===== config.mk =====
export PLATFORM = sky130hd
export DESIGN_NAME = register_pipe
export DESIGN_NICKNAME = d
export VERILOG_FILES = /design/src/rtl/register_pkg.sv /design/src/rtl/register_pipe_stage.sv /design/src/rtl/register_pipe.sv
export SDC_FILE = /design/constraint.sdc
export NUM_CORES = 1
export LEC_CHECK = 0
export ABC_AREA = 1
export CAP_MARGIN = 20
export CORE_ASPECT_RATIO = 1.5
export CORE_MARGIN = 2
export CORE_UTILIZATION = 60
export CTS_BUF_LIST = sky130_fd_sc_hd__clkbuf_8
export DETAILED_ROUTE_END_ITERATION = 7
export PLACE_DENSITY = 0.95
export SYNTH_ARGS = -nofsm -noshare
export SYNTH_HDL_FRONTEND = slang
export SYNTH_HIERARCHICAL = 1
export SYNTH_SLANG_ARGS = --single-unit
export TNS_END_PERCENT = 30

===== constraint.sdc =====
create_clock -name clk -period 3 [get_ports clk]
set_input_delay 0.6 -clock clk [delete_from_list [all_inputs] [get_ports clk]]
set_output_delay 0.6 -clock clk [all_outputs]
set_load 0.05 [all_outputs]

===== src/rtl/register_pkg.sv =====
// Shared defaults for the register pipe and its stages.
package register_pkg;

  localparam int REG_WIDTH_DEFAULT = 16;
  localparam int REG_DEPTH_DEFAULT = 4;

endpackage


===== src/rtl/register_pipe_stage.sv =====
// One pipe stage: a data word, its valid bit and the stage's ready logic.
// A word that leaves without a replacement clears the data so an empty stage reads as 0.
module register_pipe_stage #(
  parameter int WIDTH = 16
) (
  input  logic             clk,
  input  logic             reset,
  input  logic             flush,
  input  logic             up_valid,
  input  logic [WIDTH-1:0] up_data,
  input  logic             down_ready,
  output logic             valid,
  output logic [WIDTH-1:0] data
);

  logic             valid_q, valid_d;
  logic [WIDTH-1:0] data_q, data_d;
  logic             ready_s, accept_s, leave_s;

  always_comb begin
    ready_s  = ~valid_q | down_ready;
    accept_s = up_valid & ready_s & ~flush;
    leave_s  = valid_q & down_ready;
    valid_d  = valid_q;
    data_d   = data_q;
    if (flush) begin
      valid_d = 1'b0;
      data_d  = {WIDTH{1'b0}};
    end else if (accept_s) begin
      valid_d = 1'b1;
      data_d  = up_data;
    end else if (leave_s) begin
      valid_d = 1'b0;
      data_d  = {WIDTH{1'b0}};
    end else begin
      valid_d = valid_q;
      data_d  = data_q;
    end
  end

  always_ff @(posedge clk) begin
    if (!reset) begin
      valid_q <= 1'b0;
      data_q  <= {WIDTH{1'b0}};
    end else begin
      valid_q <= valid_d;
      data_q  <= data_d;
    end
  end

  assign valid = valid_q;
  assign data  = data_q;

endmodule


===== src/rtl/register_pipe.sv =====
// Elastic DEPTH-stage register pipe with valid/ready handshake and flush.
// Define REGISTER_PIPE_COUNT_EN to add the registered occupancy output 'count'.
module register_pipe
  import register_pkg::*;
#(
  parameter int WIDTH = REG_WIDTH_DEFAULT,
  parameter int DEPTH = REG_DEPTH_DEFAULT
) (
  input  logic             clk,
  input  logic             reset,
  input  logic [WIDTH-1:0] in_data,
  input  logic             in_valid,
  output logic             in_ready,
  output logic [WIDTH-1:0] out_data,
  output logic             out_valid,
  input  logic             out_ready,
  input  logic             flush
`ifdef REGISTER_PIPE_COUNT_EN
  ,
  output logic [$clog2(DEPTH+1)-1:0] count
`endif
);

  logic [DEPTH-1:0]            valid_s, up_valid_s, down_ready_s;
  logic [DEPTH-1:0][WIDTH-1:0] data_s, up_data_s;

  // A stage may drain when everything downstream of it is not full, or the output is taken;
  // written as a closed form over valid bits so no ready chain loops through one vector.
  for (genvar k = 0; k < DEPTH; k++) begin : g_stage
    if (k == 0) begin : g_first
      assign up_valid_s[k] = in_valid;
      assign up_data_s[k]  = in_data;
    end else begin : g_mid
      assign up_valid_s[k] = valid_s[k-1];
      assign up_data_s[k]  = data_s[k-1];
    end

    if (k == DEPTH-1) begin : g_last
      assign down_ready_s[k] = out_ready;
    end else begin : g_inner
      assign down_ready_s[k] = out_ready | ~(&valid_s[DEPTH-1:k+1]);
    end

    register_pipe_stage #(.WIDTH(WIDTH)) u_stage (
      .clk       (clk),
      .reset     (reset),
      .flush     (flush),
      .up_valid  (up_valid_s[k]),
      .up_data   (up_data_s[k]),
      .down_ready(down_ready_s[k]),
      .valid     (valid_s[k]),
      .data      (data_s[k])
    );
  end

  assign in_ready  = (~valid_s[0] | down_ready_s[0]) & ~flush;
  assign out_valid = valid_s[DEPTH-1];
  assign out_data  = data_s[DEPTH-1];

`ifdef REGISTER_PIPE_COUNT_EN
  localparam int CNT_W = $clog2(DEPTH+1);

  logic [CNT_W-1:0] count_q, count_d;
  logic             in_fire_s, out_fire_s;

  always_comb begin
    in_fire_s  = in_valid & in_ready;
    out_fire_s = out_valid & out_ready;
    count_d    = count_q;
    if (flush) begin
      count_d = {CNT_W{1'b0}};
    end else begin
      case ({in_fire_s, out_fire_s})
        2'b10:   count_d = count_q + CNT_W'(1);
        2'b01:   count_d = count_q - CNT_W'(1);
        default: count_d = count_q;
      endcase
    end
  end

  always_ff @(posedge clk) begin
    if (!reset) begin
      count_q <= {CNT_W{1'b0}};
    end else begin
      count_q <= count_d;
    end
  end

  assign count = count_q;
`endif

endmodule


# Word-level counts from Yosys, hierarchy flattened
# Cells that the tools add are included.
dict set report word_totals {
  out_inout_bits 18
  ff_bits 68
  n_memories 0
  wordCells 57
  latch_bits 0
  inputBits 21
  rom_bits 0
  ramBits 0
}
dict set report op_classes {
  addsub 0
  reduce_logical 7
  eq_ne 0
  bitwise 26
  mul 0
  order_cmp 0
  n_mux 16
  shift 0
  div_mod_pow 0
}
# operator n
set op_table {}
lappend op_table {{16-bit 2-to-1 mux} 8}
lappend op_table {{1-bit bitwise AND} 12}
lappend op_table {{1-bit 2-to-1 mux} 8}
lappend op_table {{1-bit NOT} 8}
lappend op_table {{2-bit nonzero test} 4}
lappend op_table {{1-bit OR} 6}
lappend op_table {{3-bit AND reduction} 1}
lappend op_table {{2-bit AND reduction} 1}
lappend op_table {{2-bit OR reduction} 1}

# Logic depth before layout (Yosys ltp)
# Gate-level depths: netlist (run 1).
dict set report logic_depth {
  depth_word 7
  ltp_mapped 8
  ltp_nobuf 7
}

# Cells and area by module
# Netlist (run 1), hierarchy kept.
# module seq_area_each_um2 instances area_each_um2 cells_per_inst
set by_module_without_submodules {}
lappend by_module_without_submodules {register_pipe_stage 340.3 4 701.9 79}
lappend by_module_without_submodules {register_pipe 0.0 1 38.8 7}

# Least setup slack after synthesis (run 1)
# Ideal clock, no wire load.
dict set report synth_path {
  path_kind {reg2out}
  start {register g_stage[3].u_stage.valid_q}
  end {output port in_ready}
  required_ps 2400
  path_slack_ps 973
  path_buffers 0
  path_stages_with_launch 4
  arrival_ps 1427
  cell_sequence {dfxtp_1 -> nand4_2 -> nor2_2 -> nor2_1}
}
dict set report synth_via {
  elab_chain_cells 5
}
# item line_no
set synth_lines {}
lappend synth_lines {{start, declared} register_pipe_stage.sv:16} ;# logic valid_q, valid_d;
lappend synth_lines {{start signal, assigned} register_pipe_stage.sv:46} ;# valid_q <= valid_d;
lappend synth_lines {{3-bit AND reduction} register_pipe.sv:41} ;# assign down_ready_s[k] = out_ready | ~(&valid_s[DEPTH-1:k+1]);
lappend synth_lines {{1-bit NOT} register_pipe.sv:41}
lappend synth_lines {{1-bit OR} register_pipe.sv:41}
lappend synth_lines {{via down_ready_s[0]} register_pipe.sv:24} ;# logic [DEPTH-1:0] valid_s, up_valid_s, down_ready_s;
lappend synth_lines {{1-bit OR} register_pipe.sv:56} ;# assign in_ready = (~valid_s[0] | down_ready_s[0]) & ~flush;
lappend synth_lines {{1-bit bitwise AND} register_pipe.sv:56}
lappend synth_lines {{end, declared} register_pipe.sv:13} ;# output logic in_ready,
# The timed path passes the listed nets, and every way through them passes these cells.

# Final worst setup path (run 1)
dict set report layout_path {
  start {input port flush}
  end {output port in_ready}
}
dict set report layout_via {
  elab_chain_cells 2
}
# item line_no
set layout_lines {}
lappend layout_lines {{start, declared} register_pipe.sv:17} ;# input logic flush
lappend layout_lines {{1-bit NOT} register_pipe.sv:56}
lappend layout_lines {{1-bit bitwise AND} register_pipe.sv:56}
# No other way between the ends.

==> results of run 1 <==
worst max-delay path: stages:
cell and delay [ns]:
clkdlybuf4s50_1 0.84, nor2_1 0.17, buf_12 0.19
per-stage QoR:
step / worst slack [ns] / std cells
floorplan: 0.973 / 323
global placement: 0.663 / 405
detailed placement: 0.614 / 405
CTS: 0.591 / 419
global route: 0.542 / 419
finish: 0.606 / 419
logic make-up (layout without fill, tap and decap cells):
group | count (synthesis) | count (layout) | synth area share (%)
DFF | 68 | 68 | 47.8
AOI/OAI and AO/OA | 68 | 68 | 13.0
and+or+nand+nor | 153 | 153 | 30.1
buffers and inverters | 34 | 66 | 9.06
layout make-up:
class | count | area [um^2]
inverter | 14 | 52.6
tap | 64 | 80.1
clock inverter | 1 | 30.0
sequential | 68 | 1360
clock buffer | 13 | 179
timing repair buffer | 38 | 390
fill | 334 | 1220
multi-input combinational | 221 | 1230
synth_stat cells:
cell,count,area [um^2]
nand4_2,1,12.5
nor2_2,1,6.26
nor2_1,1,3.75
inv_1,14,52.6
nand2_1,9,33.8
buf_4,8,60.1
clkbuf_8,4,55.1
dfxtp_1,68,1360
nor2_4,4,45.0
nand3_2,4,40.0
nand2_4,8,90.1
a21oi_1,60,300
nand3_1,125,626
buf_6,8,90.1
a21oi_2,8,70.1
worst paths after layout:
kind         cells past startpoint                   startpoint                          end
max                              3                        flush                     in_ready
min                              2  g_stage[3].u_stage/data[15]  g_stage[3].u_stage/data[15]
max reg2reg                      5     g_stage[2].u_stage/valid   g_stage[3].u_stage/data[5]
min reg2reg                      2  g_stage[3].u_stage/data[15]  g_stage[3].u_stage/data[15]
report_power, final:
part / switching [mW] / total [mW] / internal (mW)
clock network: 0.308 / 0.773 / 0.465
logic: 0.0487 / 0.0838 / 0.0351
registers: 0.00402 / 0.912 / 0.908
total: 0.361 / 1.77 / 1.41
per-layer routing:
metal	part of all wire [%]	GRT usage (%)	routed length (um)	vias up
met5	0	0	0	-
met4	2.1	11.5	113	0
met3	4.3	5.70	229	10
met2	55	40.9	2960	71
met1	38	23.8	2050	1093
li1	-	-	-	1206
flip-flops by register name (all words and copies together) (netlist names):
register	flops
g_stage.u_stage/data	64
g_stage.u_stage/valid	4
==> metrics, run 1 <==
drt pass-1 iters 4; Synth warnings 6; Via density 5.68; routed len/inst 12.8 um; core box area 4540 um^2; Ports 39; commonest cells after routing, fill and taps aside nand3_1 (125), dfxtp_1 (68), a21oi_1 (60); final core occ 73.1%; Worst Skew 0.00305 ns; Distinct cells, synth 15; Worst slew margin 60.1%; Tcrit/Tclk final 79.8%; power per cell area 533 nW/um^2; detailed placer's ending HPWL 3840 um; Sum Neg Setup Slack 0 ns; # diodes 0; Reg clk slew, reported paths 0.06 ns; r2r setup slk 1.47 ns; CP arrival 1.79 ns; total setup buffers inserted after CTS 0; Row Count 30; total power 1.77 mW; max-cap violation count 0; RD Place Congestion 0.710; share of layout cells above drive strength 1 11.5%; crit-path max FO 9; VDD IR max 0.474 mV; Hold Buf Count CTS 0; Area growth syn-to-layout 16.7%; Post-Syn Nets 344; Post-Synthesis Cell Area 2850 um^2; CTS root buffer clkbuf_8; DRT iter0 DRCs 99; chip width 60.2 um; status finished clean; clk sinks 68; port bufs 38; Routed Antenna Nets 0; GRT Total Usage 22.8%; crit end category output pin; sequential area share after synthesis 47.8%; syn_area_per_cell 8.81 um^2; TritonCTS clock tree built; Starting Density 62.7%; Hold Vio Cnt, Final 0; commonest non-fill, non-tap cell in the layout nand3_1; first-pass GRT wire length 9150 um; final slew viol count 0; gr ovfl total 0; CTS Buffer Depth 2; later-pin clock latency in the skew report 0.34 ns; Design Area, Final 3320 um^2; min Tclk post-route 2.39 ns; Layout Nets 373; CP Launch Type primary input; Die Area 5320 um^2; CP Data Required Time 2.40 ns; drt total wl 5360 um; cts repair resizes 0; unrepaired setup endpoints after global routing false; Worst-Margin Slew 0.597 ns; highest clock rate 418 MHz; LEAKAGE 1.08 nW; CP Class in -> out; die height 88.4 um; initial antenna violation count 0; Placed Area 3110 um^2; final hold slack 0.469 ns; Hold/Removal Path Class reg -> reg; synthesized flop and latch total 68; Mapped Cells 323; Finish-stage setup viols 0; H-tree Lvls 3; TritonCTS buffer count 9; largest net degree at the start of global routing 19; total number of vias 2380; DR DRC count 0; vias in the first global route 2179
No activity file was read; power rests on OpenSTA's default activity.
==> run 2: changes to the inputs <==
- CORE_UTILIZATION: 60 -> 51
- PLACE_DENSITY: 0.95 -> 0.87
- clock period: 3 -> 2 ns (I/O delays scaled with it)
==> metrics, run 2 (same netlist as run 1, synthesis figures left out) <==
share of layout cells above drive strength 1 14.4% (+2.8 points); gr ovfl total 0 (unchanged); initial antenna violation count 0 (unchanged); Reg clk slew, reported paths 0.07 ns (about the same); max-cap violation count 0 (unchanged); TritonCTS clock tree built; LEAKAGE 1.15 nW (+5.7%); Reg2Reg Depth 6 (+1); r2r setup slk 0.52 ns (-0.95 ns); total setup buffers inserted after CTS 0 (unchanged); slowest stage delay, CP 0.52 ns (-0.32 ns); H-tree Lvls 3 (unchanged); critical path startpoint out_ready; CP arrival 1.52 ns (-0.27 ns); Worst-Margin Slew 0.538 ns (-0.0592 ns); CP Data Required Time 1.60 ns (-0.80 ns); Hold Vio Cnt, Final 0 (unchanged); Starting Density 52.6% (-10 points); DR DRC count 0 (unchanged); min Tclk post-route 1.92 ns; Worst Skew 0.00469 ns (+0.00164 ns); Ports 39 (unchanged); Finish-stage setup viols 0 (unchanged); crit-path max FO 3 (-6); vias in the first global route 2249 (+3.2%); clock power share 41.2% (-2.5 points); RD Place Congestion 0.748 (+5.4%); GRT Total Usage 20.1% (-2.7 points); Hold Buf Count CTS 0 (unchanged); status finished clean; Layout fillers 472 (+41%); fin cells 439 (+4.8%); largest net degree at the start of global routing 19 (unchanged); TritonCTS buffer count 9 (unchanged); power per cell area 754 nW/um^2 (+42%); routed len/inst 12.9 um (+0.77%); placed insts 424 (+4.7%); Sum Neg Setup Slack 0 ns (unchanged); total power 2.56 mW (+45%); final hold slack 0.473 ns (+0.00369 ns); Worst slew margin 64.1% (+4.0 points); Hold/Removal Path Class reg -> reg; worst flop-to-flop path startpoint g_stage[3].u_stage/valid; Tcrit/Tclk final 96.1%; DRT iter0 DRCs 62 (-37%); cts repair resizes 0 (unchanged); Die Area 6210 um^2 (+17%); Logic pwr share 5.4% (+0.7 points); crit path to in_ready; total number of vias 2406 (+1.1%); Post-Place Setup Slack 0.0836 ns (-0.531 ns); detailed placer's ending HPWL 4050 um (+5.4%); drt pass-1 iters 5 (+1); die height 95.5 um (+8.1%); commonest cells after routing, fill and taps aside nand3_1 (125), dfxtp_1 (68), a21oi_1 (60); internal power 2.01 mW (+43%); Row Count 33 (+10%); switching share of power 21.5% (+1.1 points); CP max-delay cell clkdlybuf4s50_1; sequential share of power 53.4% (+1.8 points); commonest non-fill, non-tap cell in the layout nand3_1; Routed Antenna Nets 0 (unchanged); crit-path cells clkdlybuf4s50_1 > inv_1 > nand4_2 > nor2_2 > nor2_1 > buf_12; later-pin clock latency in the skew report 0.34 ns (about the same); chip width 65 um (+7.9%); first-pass GRT wire length 9660 um (+5.6%); port bufs 38 (unchanged); Crit Reg-Reg Endpoint g_stage[1].u_stage/data[8]; core box area 5410 um^2 (+19%); crit end category output pin; Largest register FFs 64 (unchanged); # diodes 0 (unchanged); final slew viol count 0 (unchanged); CTS Buffer Depth 2 (unchanged); CP Launch Type primary input; clk sinks 68 (unchanged); Layout Nets 386 (+3.5%); unrepaired setup endpoints after global routing false; CP Class in -> out; VDD IR max 0.503 mV (+6.3%); Area growth syn-to-layout 19.4%; Sw Pwr 550 uW (+52%); highest clock rate 520 MHz; drt total wl 5660 um (+5.6%); fin worst setup slack 0.0788 ns (-0.527 ns); CTS root buffer clkbuf_8; Via density 5.48 (-3.5%)
## run 2: changes by cell type in the layout (fill, tap and decap cells not counted)
cell and delta:
buf_4 +14, clkbuf_8 -3, clkdlybuf4s50_1 -1, clkinv_2 +1, inv_1 +3
## run 2: how the worst min path moves through the flow
stage / startpoint / depth (start not counted) / end / slack (ns)
floorplan: g_stage[0].u_stage/data[15] / 2 / g_stage[0].u_stage/data[15] / 0.45
global placement: g_stage[1].u_stage/data[15] / 2 / g_stage[1].u_stage/data[15] / 0.46
detailed placement: g_stage[0].u_stage/data[15] / 2 / g_stage[0].u_stage/data[15] / 0.46
CTS: g_stage[0].u_stage/data[15] / 2 / g_stage[0].u_stage/data[15] / 0.47
global route: g_stage[0].u_stage/data[15] / 2 / g_stage[0].u_stage/data[15] / 0.49
finish: g_stage[0].u_stage/data[15] / 2 / g_stage[0].u_stage/data[15] / 0.47
## run 2: power by group through the flow
stage                     Clock (mW)  Combinational, mW  Sequential (mW)
after floorplan                    0             0.0763             1.40
after global placement             0              0.135             1.40
after detailed placement           0              0.138             1.40
after CTS                       1.06              0.139             1.37
after global routing            1.12              0.152             1.37
final                           1.06              0.140             1.37
## run 2: final cells by class
type | count | area [um^2] | area share [%]
inverter | 14 | 52.6 | 1.55
sequential | 68 | 1360 | 40.1
multi-input combinational | 221 | 1230 | 36.1
clock inverter | 5 | 46.3 | 1.36
clock buffer | 10 | 138 | 4.05
timing repair buffer | 51 | 485 | 14.3
tap | 70 | 87.6 | 2.58
## run 2: metal layers
metal	GRT usage, %	vias to the layer above	part of all wire [%]
met5	0	-	0
met4	9.75	0	2.0
met3	4.49	15	4.4
met2	37.5	81	55
met1	20.8	1081	39
li1	-	1229	-
## run 2: worst max-delay path: cells and delay by family
family        cells  cell delay [ns]
buf+inv           3             0.78
simple gates      3             0.33
## run 2: per-stage QoR
step / area [um^2] / util (%)
after floorplan: 2850 / -
after global placement: 3210 / 59.4
after detailed placement: 3210 / 59.4
after CTS: 3400 / 62.8
after global routing: 3400 / 62.8
final: 3400 / 62.8
==> run 3: changes to the inputs <==
- CAP_MARGIN: 20 -> 25
- CORE_UTILIZATION: 51 -> 60
- PLACE_DENSITY: 0.87 -> 0.95
- clock period: 2 -> 2.4 ns (I/O delays scaled with it)
==> metrics, run 3 (same netlist as run 1, synthesis figures left out) <==
CP Launch Type primary input; WP buf/inv 2 (-1); first-pass GRT wire length 9320 um (-3.6%); commonest non-fill, non-tap cell in the layout nand3_1; Layout fillers 351 (-26%); DR DRC count 0 (unchanged); Area growth syn-to-layout 16.8%; Tcrit/Tclk final 90.4%; Design Area, Final 3330 um^2 (-2.1%); CP arrival 1.69 ns (+0.17 ns); final core occ 73.2% (+10 points); drt total wl 5390 um (-4.8%); fin cells 426 (-3.0%); CP Data Required Time 1.92 ns (+0.32 ns); share of layout cells above drive strength 1 12.7% (-1.7 points); drt pass-1 iters 4 (-1); crit-path max FO 9 (+6); RD Place Congestion 0.741 (-0.90%); TritonCTS buffer count 9 (unchanged); final slew viol count 0 (unchanged); cts repair resizes 0 (unchanged); H-tree Lvls 3 (unchanged); final hold slack 0.471 ns (-0.00146 ns); Via density 5.66 (+3.3%); total setup buffers inserted after CTS 0 (unchanged); Worst-Margin Slew 0.597 ns (+0.0590 ns); power per cell area 615 nW/um^2 (-18%); fin worst setup slack 0.229 ns (+0.151 ns); placed insts 411 (-3.1%); CP Class in -> out; VDD IR max 0.474 mV (-5.9%); port bufs 38 (unchanged); total power 2.05 mW (-20%); crit end category output pin; Largest register FFs 64 (unchanged); Finish-stage setup viols 0 (unchanged); Hold Vio Cnt, Final 0 (unchanged); vias in the first global route 2179 (-3.1%); CP max-delay cell clkdlybuf4s50_1; clk sinks 68 (unchanged); delay-heaviest family, CP buffers and inverters; DRT iter0 DRCs 77 (+24%); TritonCTS clock tree built; die height 88.4 um (-7.5%); Routed Antenna Nets 0 (unchanged); GRT Total Usage 23.0% (+2.9 points); CTS root buffer clkbuf_8; Placed Area 3160 um^2 (-1.8%); Row Count 30 (-9.1%); max-cap violation count 0 (unchanged); Post-Place Setup Slack 0.237 ns (+0.153 ns); LEAKAGE 1.10 nW (-3.6%); Hold Buf Count CTS 0 (unchanged); largest net degree at the start of global routing 19 (unchanged); CTS Buffer Depth 2 (unchanged); commonest cells after routing, fill and taps aside nand3_1 (125), dfxtp_1 (68), a21oi_1 (60); Reg clk slew, reported paths 0.06 ns (about the same); chip width 60.2 um (-7.3%); Starting Density 62.7% (+10 points); Die Area 5320 um^2 (-14%); unrepaired setup endpoints after global routing false; Layout Nets 379 (-1.8%); routed len/inst 12.6 um (-1.9%); min Tclk post-route 2.17 ns; Hold/Removal Path Class reg -> reg; Worst slew margin 60.1% (-3.9 points); initial antenna violation count 0 (unchanged); # diodes 0 (unchanged); core box area 4540 um^2 (-16%); later-pin clock latency in the skew report 0.34 ns (about the same); Worst Skew 0.00736 ns (+0.00267 ns); highest clock rate 461 MHz; Sum Neg Setup Slack 0 ns (unchanged); gr ovfl total 0 (unchanged); detailed placer's ending HPWL 3960 um (-2.2%); Ports 39 (unchanged); crit-path cells clkdlybuf4s50_1 > nor2_1 > buf_12; total number of vias 2411 (+0.21%); slowest stage delay, CP 0.69 ns (+0.17 ns); status finished clean
==> run 3: changes by cell type in the layout (fill, tap and decap cells not counted), sizes merged <==
cell           delta
clkinv            +1
clkbuf            +1
clkdlybuf4s50     +1
bufinv            -1
buf               -8
inv               -1
==> run 3: layout make-up <==
type	instances	area [um^2]	share of cell area [%]
Tap cell	64	80.1	2.41
Inverter	14	52.6	1.58
Multi-Input combinational cell	221	1230	36.9
Clock inverter	4	17.5	0.527
Sequential cell	68	1360	40.9
Clock buffer	11	151	4.55
Timing Repair Buffer	44	435	13.1
==> run 3: power by group <==
group | total (mW) | leakage, nW | internal [mW] | switching (mW)
sequential | 1.14 | 0.548 | 1.14 | 0.00499
clock | 0.795 | 0.0976 | 0.414 | 0.381
combinational | 0.110 | 0.459 | 0.0479 | 0.0622
==> run 3: path summary, 6_finish.rpt <==
check / startpoint / end / slack [ns] / cells after the start
max reg2reg: g_stage[3].u_stage/valid / g_stage[0].u_stage/data[4] / 0.86 / 4
min reg2reg: g_stage[2].u_stage/data[15] / g_stage[2].u_stage/data[15] / 0.47 / 2
min: g_stage[2].u_stage/data[15] / g_stage[2].u_stage/data[15] / 0.47 / 2
max: flush / in_ready / 0.23 / 3
==> run 3: tightest hold or removal path: cells and delay by family, from the launching register on <==
kind / cells / cell delay (ns)
DFF: 1 / 0.32
AOI/OAI and AO/OA: 1 / 0.04
and+or+nand+nor: 1 / 0.07
==> run 3: per-layer routing <==
layer / GRT usage [%] / share of wire (%) / up-vias
li1: - / - / 1216
met3: 5.70 / 3.9 / 9
met4: 11.3 / 1.8 / 0
met2: 41.9 / 55 / 62
met1: 23.7 / 39 / 1124
met5: 0 / 0 / -
